`src/rtl/blink_sequencer.sv`:
```
// Command-driven LED blink sequencer: accepts {half-period, blink count} over valid/ready,
// runs that many ON/OFF phases from a programmable prescaler, then pulses done.
module blink_sequencer #(
    parameter int unsigned DIV_WIDTH   = 26,
    parameter int unsigned DEFAULT_DIV = 50_000_000,
    parameter int unsigned CNT_WIDTH   = 8
) (
    input  logic                 clk_in,
    input  logic                 rst,
    input  logic                 cmd_valid,
    output logic                 cmd_ready,
    input  logic [DIV_WIDTH-1:0] cmd_div,
    input  logic [CNT_WIDTH-1:0] cmd_count,
    input  logic                 abort,
    output logic                 led,
    output logic                 tick,
    output logic                 busy,
    output logic                 done
);

    typedef enum logic [1:0] {
        S_IDLE = 2'd0,
        S_ON   = 2'd1,
        S_OFF  = 2'd2,
        S_DONE = 2'd3
    } state_t;

    state_t               r_state;
    logic [DIV_WIDTH-1:0] r_presc;
    logic [DIV_WIDTH-1:0] r_div;
    logic [CNT_WIDTH-1:0] r_remaining;
    logic                 r_led;
    logic                 r_busy;
    logic                 r_done;
    logic                 r_ready;

    logic                 w_run;
    logic                 w_tick;
    logic                 w_accept;

    // Phase end is decoded purely from registered state so tick has no input path.
    assign w_run    = (r_state == S_ON) || (r_state == S_OFF);
    assign w_tick   = w_run && (r_presc == (r_div - DIV_WIDTH'(1)));
    assign w_accept = cmd_valid && r_ready && (r_state == S_IDLE);

    always_ff @(posedge clk_in or posedge rst) begin
        if (rst) begin
            r_state     <= S_IDLE;
            r_presc     <= '0;
            r_div       <= '0;
            r_remaining <= '0;
            r_led       <= 1'b0;
            r_busy      <= 1'b0;
            r_done      <= 1'b0;
            r_ready     <= 1'b0;
        end else begin
            case (r_state)
                S_IDLE: begin
                    if (w_accept) begin
                        r_div       <= (cmd_div == '0) ? DIV_WIDTH'(DEFAULT_DIV) : cmd_div;
                        r_remaining <= cmd_count;
                        r_presc     <= '0;
                        r_busy      <= 1'b1;
                        r_ready     <= 1'b0;
                        if (cmd_count != '0) begin
                            r_state <= S_ON;
                            r_led   <= 1'b1;
                        end else begin
                            r_state <= S_DONE;
                            r_done  <= 1'b1;
                        end
                    end else begin
                        r_ready <= 1'b1;
                    end
                end
                S_ON, S_OFF: begin
                    // Abort wins over any phase change, including the final OFF -> DONE.
                    if (abort) begin
                        r_state     <= S_IDLE;
                        r_led       <= 1'b0;
                        r_presc     <= '0;
                        r_remaining <= '0;
                        r_busy      <= 1'b0;
                        r_ready     <= 1'b1;
                    end else if (w_tick) begin
                        r_presc <= '0;
                        if (r_state == S_ON) begin
                            r_state <= S_OFF;
                            r_led   <= 1'b0;
                        end else if (r_remaining > CNT_WIDTH'(1)) begin
                            r_state     <= S_ON;
                            r_led       <= 1'b1;
                            r_remaining <= r_remaining - CNT_WIDTH'(1);
                        end else begin
                            r_state     <= S_DONE;
                            r_remaining <= '0;
                            r_done      <= 1'b1;
                        end
                    end else begin
                        r_presc <= r_presc + DIV_WIDTH'(1);
                    end
                end
                S_DONE: begin
                    r_state <= S_IDLE;
                    r_done  <= 1'b0;
                    r_busy  <= 1'b0;
                    r_ready <= 1'b1;
                end
                default: begin
                    r_state <= S_IDLE;
                    r_led   <= 1'b0;
                    r_done  <= 1'b0;
                    r_busy  <= 1'b0;
                    r_ready <= 1'b1;
                end
            endcase
        end
    end

    assign cmd_ready = r_ready;
    assign led       = r_led;
    assign tick      = w_tick;
    assign busy      = r_busy;
    assign done      = r_done;

endmodule

```
`config.mk`:
```
export PLATFORM = sky130hd
export DESIGN_NAME = blink_sequencer
export DESIGN_NICKNAME = d
export VERILOG_FILES = /design/src/rtl/blink_sequencer.sv
export SDC_FILE = /design/constraint.sdc
export NUM_CORES = 1
export LEC_CHECK = 0
export ABC_AREA = 1
export BUFFER_PORTS_ARGS = -buffer_cell sky130_fd_sc_hd__buf_2
export CAP_MARGIN = 20
export CORE_MARGIN = 1.5
export CORE_UTILIZATION = 50
export CTS_BUF_LIST = sky130_fd_sc_hd__clkbuf_8 sky130_fd_sc_hd__clkbuf_16
export DETAILED_ROUTE_END_ITERATION = 8
export PLACE_DENSITY = 0.73
export SYNTH_ARGS = -nofsm -noshare
export SYNTH_HDL_FRONTEND = slang
export SYNTH_SLANG_ARGS = --single-unit
```
`constraint.sdc`:
```
create_clock -name clk_in -period 4 [get_ports clk_in]
set_input_delay 0.2 -clock clk_in [delete_from_list [all_inputs] [get_ports clk_in]]
set_output_delay 0.2 -clock clk_in [all_outputs]
set_load 0.03 [all_outputs]
```
==> run metrics, run 1 <==
post-layout min period 2950 ps; CP Class reg -> reg; Worst slew margin about 43%; Yosys warning count 0; via count 4812; r2r endpoint r_remaining[7]; multiplexer area fraction after synthesis under 10%; Top Ports 43; Post-CTS Repair Setup Buffers 0; layout filler cell count 940; static leakage around 2.7 nW; sw frac 49.1%; fraction of the mapped netlist area in simple logic gates a little under two fifths; Hold WC Path Type in -> async; Flop pwr share between 30% and 40%; post-synthesis sequential area ratio 33.0%; vias per inst 5.29; NumNets Final 817; CP max FO 13; met1 GRT Util between 30 and 40%; routability cong. roughly 0.95; Synth cell types 38; met3 Track Usage GR 3.80%; CTS max path bufs 2; CTS resizes 0; busiest grt layer met2; Crit. Startpoint r_div[0]; Mean Syn Cell Area around 6.8 sq um; initial DRC count approximately 230; drt pass-1 iters 5; largest family of logic cells by synthesized area simple AND/OR/NAND/NOR gates; Final Setup Violations 0; H-tree depth 3; post-synthesis xor/xnor area fraction a little under 9%; post-synthesis register bit count 66; TritonCTS Sinks 66; Max Cap Violations 0; Core Area between 9000 and 10000 sq um; share of layout cells above drive strength 1 around an eighth; initial antenna violation count 0; Final ANT Viol Nets 0; register area about 1700 sq um; Ant. Diodes 0; Syn Nets just under 800; Max Slew Vio Count 0; die width 103 um; post-synthesis compound-gate area fraction between 7 and 8%; root buf cell clkbuf_8; M2 GR Usage between 40% and 50%; latest clock arrival within the worst-skew pair 360 ps; Setup TNS 0 ps; Final HPWL DP 9.95 mm; Period Utilization, post-route between 70% and 80%; Multi-input gate area 2930 sq um; unrepaired setup endpoints after global routing no; Critical Path RT approximately 4200 ps; PwrDens about 700 nW/um^2; vias in the first global route roughly 4600; first-pass GRT wire length roughly 21 mm; NetSw approximately 1.9 mW; GR Util All Layers between 20% and 30%; port buffer count between 40 and 50; largest net degree at the start of global routing 42; synthesis-to-layout area growth 10.8%; Layout Skew about 13 ps; FP Rows 36; Worst VDD drop approximately 0.00070 V; Crit. End Element register; crit path DAT approximately 3200 ps; Reg2Reg Launch Point r_div[0]; Place WS between 1000 and 1500 ps; die height between 100 and 150 um; FF-to-FF setup slack roughly 1100 ps; final wirelength about 13 mm; post-synthesis adder-cell area fraction ~2.0%; Slew @ Worst Pin between 800 and 900 ps; total gr overflow 0; maximum clock rate between 300 and 400 MHz; Final Hold Viols 0; logic gate share of total power around 53%; status finished clean; Num CTS Buffers 9; Die Area 10600 sq um; Worst Reg-to-Reg Cells 15; Clock Power Share 16.5%; Starting Density between 50% and 60%; fin worst setup slack 1050 ps; critical path startpoint category register; CTS tree built; Int Pwr just under 2 mW; Hold Buf Count CTS 0; Synth Instances ~730; average wire per standard cell between 10 and 15 um; Post-Syn Area about 5000 sq um; clock transition at the registers of the reported paths 80 ps; residual DRC count 0
## layout by cell type (no fill, tap or decap), drive strengths merged, types with 10 or more instances in the layout
cell    count
nand2     226
nor2       98
inv        85
dfrtp      66
buf        48
nand3      40
xor2       32
a21oi      28
nand4      27
o21ai      25
xnor2      18
mux2       12
nor3       10
nand3b     10
clkbuf     10
## synthesized netlist by cell type
master,n,area [sq um]
nand2_1,221,830
a22oi_1,1,7.51
o21bai_1,2,15.0
clkinv_1,2,7.51
ha_1,8,100
nand4_1,27,169
nand3b_1,10,75.1
nor2b_1,1,6.26
nand2_4,1,11.3
o21bai_2,1,11.3
nor2_1,84,315
xnor2_1,18,158
a221oi_1,1,8.76
o32ai_1,1,8.76
buf_4,2,15.0
o21ai_0,22,110
xor2_1,32,280
nor2_8,1,20.0
dfrtp_1,66,1650
a31oi_1,1,6.26
nand3_1,39,195
o22ai_1,5,31.3
and2_1,2,12.5
a21oi_1,28,140
nor3_1,10,50.1
mux2_2,12,135
or2_2,2,12.5
nor4_1,8,50.1
buf_2,3,15.0
nor2_2,10,62.6
nand2_2,4,25.0
o21ai_1,3,15.0
nor2_4,3,33.8
nand3_2,1,10.0
o2111ai_1,1,8.76
inv_1,84,315
clkbuf_1,11,41.3
buf_6,4,45.0
## registers in the layout, indices dropped and copies added, names as in the netlist
signal / flops
r_state: 2
r_remaining: 8
led: 1
r_presc: 26
cmd_ready: 1
r_div: 26
busy: 1
done: 1
## metal layers
metal	vias up	wire, um	share of wire, %
li1	2425	-	-
met4	0	343	2.7
met2	139	5890	46
met1	2215	5840	46
met3	33	620	4.9
met5	-	0	0
## stage by stage
stage	power [mW]	hold slack [ps]	cells	area [sq um]	util [%]
after floorplan	2.71	345	732	5000	-
after global placement	3.13	415	893	5330	54.8
after detailed placement	3.19	425	893	5330	54.8
after CTS	3.84	30.4	909	5550	57.0
after global routing	4.17	90.3	909	5550	57.0
final	3.84	12.3	909	5550	57.0
## critical path: stages, from the launching register on
cell and delay, ps:
dfrtp_1 400, inv_1 130, ha_1 290, inv_1 130
nor2_2 250, nand2_1 120, nand2_1 80, nand2_1 50
nor2_1 90, nand2_1 50, nor2_1 140, nand3_2 120
o21bai_2 420, nand3_1 360, nand2_1 150, nand2_1 60
## cell families after synthesis
kind of cell / after synthesis
AOI/OAI and AO/OA: 66
adders and majority gates: 8
DFF: 66
muxes: 12
and+or+nand+nor: 424
xor gates and xnor gates: 50
buffers and inverters: 106
## power groups by stage
stage / Combinational [mW] / Clock, mW / Sequential, mW
after floorplan: 1.60 / 0 / 1.11
after global placement: 1.97 / 0 / 1.16
after detailed placement: 2.03 / 0 / 1.16
after CTS: 2.04 / 0.650 / 1.15
after global routing: 2.31 / 0.676 / 1.18
final: 2.05 / 0.636 / 1.16
## worst max path at each step
stage,to,depth (start not counted)
final,r_remaining[7],15
after detailed placement,r_remaining[7],15
after floorplan,tick,11
after CTS,r_remaining[7],15
after global routing,r_remaining[3],15
after global placement,r_presc[25],16
## layout make-up
cell class / instances / share of cell area [%]
inverter: 86 / 5.82
clock inverter: 6 / 1.47
timing repair buffer: 48 / 4.60
clock buffer: 10 / 2.48
tap: 133 / 3.00
multi-input combinational: 560 / 52.9
sequential: 66 / 29.8
Power figures use the tool's default switching activity.
==> run 2, diff against run 1 <==
==> constraint.sdc (replaced) <==
create_clock -name clk_in -period 3.05 [get_ports clk_in]
set_input_delay 0.1525 -clock clk_in [delete_from_list [all_inputs] [get_ports clk_in]]
set_output_delay 0.1525 -clock clk_in [all_outputs]
set_load 0.03 [all_outputs]
==> run metrics, run 2 (synthesized netlist as in run 1, its figures left out) <==
worst path cell trace inv_1 -> ha_1 -> inv_1 -> nor2_2 -> nand2_1 -> nand2_1 -> nand2_1 -> nor2_1 -> nand2_1 -> nor2_1 -> nand3_2 -> nor3_1 -> buf_2; GR Util All Layers 26.1% (+0.036 points); maximum clock rate about 360 MHz; TritonCTS Sinks 66 (unchanged); most used cell, CP nand2_1; status finished clean; Starting Density 51.4% (unchanged); CTS max path bufs 2 (unchanged); initial DRC count 223 (-0.89%); CTS tree built; static leakage 2.74 nW (about the same); Final ANT Viol Nets 0 (unchanged); Final Hold Viols 0 (unchanged); Ant. Diodes 0 (unchanged); average wire per standard cell 14.1 um (+1.2%); Worst slew margin 60.3% (+17 points); non-filler cells, final 912 (+0.33%); hold path startpoint cmd_div[18]; placed insts 896 (+0.34%); Hold EP r_div[18]; Layout Skew 11.9 ps (-0.815 ps); crit path DAT 2600 ps (-590 ps); die height 103 um (unchanged); share of layout cells above drive strength 1 13.5% (+0.46 points); logic gate share of total power 54.7% (+1.3 points); total gr overflow 0 (unchanged); vias in the first global route 4549 (-2.0%); Worst VDD drop 0.000819 V (+16%); Num CTS Buffers 9 (unchanged); Top Registers r_div: 26 flops, r_presc: 26 flops, r_remaining: 8 flops; final wirelength 12.9 mm (+1.5%); initial antenna violation count 0 (unchanged); Hold WC Path Type in -> reg; CP max stage cell dfrtp_1; most common cell after layout, fill and taps aside nand2_1; first-pass GRT wire length 21.2 mm (-0.52%); Die Area 10600 sq um (unchanged); sw frac 49.6% (+0.51 points); routability cong. 0.929 (-2.6%); Int Pwr 2.51 mW (+28%); Slew @ Worst Pin 590 ps (-258 ps); Top Ports 43 (unchanged); Final HPWL DP 10.0 mm (+0.95%); H-tree depth 3 (unchanged); CP Class reg -> out; post-layout min period 2750 ps; Clock Power Share 15.1% (-1.4 points); unrepaired setup endpoints after global routing no; NumNets Final 821 (+0.49%); Worst Reg-to-Reg Cells 16 (+1); residual DRC count 0 (unchanged); Critical Path RT 2900 ps (-1340 ps); Setup TNS 0 ps (unchanged); CP max FO 5 (-8); latest clock arrival within the worst-skew pair 360 ps (about the same); commonest non-fill, non-tap cells in the layout nand2_1, nor2_1, inv_1; port buffer count 42 (unchanged); Crit. End Element output pin; Max Slew Vio Count 0 (unchanged); PwrDens 896 nW/um^2 (+29%); NetSw 2.47 mW (+31%); Max Cap Violations 0 (unchanged); largest net degree at the start of global routing 42 (unchanged); critical path startpoint category register; die width 103 um (unchanged); Hold Crit Depth 2; crit-path max cell delay 400 ps (-20 ps); synthesis-to-layout area growth 11.0%; Flop pwr share 30.2% (about the same); drt pass-1 iters 5 (unchanged); Final Setup Violations 0 (unchanged); Period Utilization, post-route 90.1%; root buf cell clkbuf_8; via count 4818 (+0.12%); Reg2Reg Launch Point r_div[0]; Core Area 9730 sq um (unchanged); r2r endpoint r_remaining[2]; clock transition at the registers of the reported paths 80 ps (about the same); vias per inst 5.28 (-0.20%); FF-to-FF setup slack 400 ps (-650 ps); Post-CTS Repair Setup Buffers 0 (unchanged); FP Rows 36 (unchanged)
==> run 2: what timing repair did <==
item,CTS,global route
endpoints found under the hold margin,23,0
hold buffers,1,0
endpoints found under the setup margin,0,3
resized for setup,0,1
==> run 2: worst max-delay path by stage <==
stage / endpoint / start / depth (start not counted) / slack, ps
floorplan: tick / r_div[0] / 11 / 670
global placement: r_remaining[0] / r_div[0] / 16 / 460
detailed placement: r_remaining[4] / r_div[0] / 16 / 340
CTS: tick / r_div[0] / 13 / 310
global route: tick / r_div[0] / 13 / 40
finish: tick / r_div[0] / 13 / 300
==> run 2: layout make-up <==
class	count	area, sq um
Fill cell	954	4170
Multi-Input combinational cell	560	2940
Sequential cell	66	1650
Inverter	86	323
Timing Repair Buffer	52	288
Tap cell	133	166
Clock buffer	10	138
Clock inverter	5	55.1
==> run 2: per-stage QoR <==
step                      hold WS [ps]  area [sq um]  power (mW)  worst slack, ps  utilization (%)
after detailed placement           228          5350        4.20              339             55.0
after global placement             223          5350        4.12              463             55.0
after CTS                         19.7          5550        4.97              308             57.1
after global routing              30.0          5560        5.43             42.6             57.1
final                             34.3          5560        4.98              301             57.1
after floorplan                    298          5000        3.56              668                -
==> run 2: worst max-delay path, delay by kind of cell, from the launching register on <==
family	cells	cell delay (ps)
flip-flops	1	400
AND/OR/NAND/NOR	9	1070
adder cells (fa/ha/maj)	1	290
buffers and inverters	3	490
==> run 2: power by group through the flow <==
stage	clock, mW	sequential (mW)	combinational [mW]
after global placement	0	1.50	2.62
after CTS	0.765	1.50	2.70
after floorplan	0	1.45	2.10
after global routing	0.803	1.54	3.09
after detailed placement	0	1.52	2.69
final	0.751	1.50	2.72
==> run 2: per-layer routing <==
metal	global-route usage [%]	vias up	wire length [um]
met5	0	-	0
met4	12.2	0	419
met3	3.80	28	565
met2	43.8	113	6040
met1	33.3	2255	5860
li1	-	2422	-
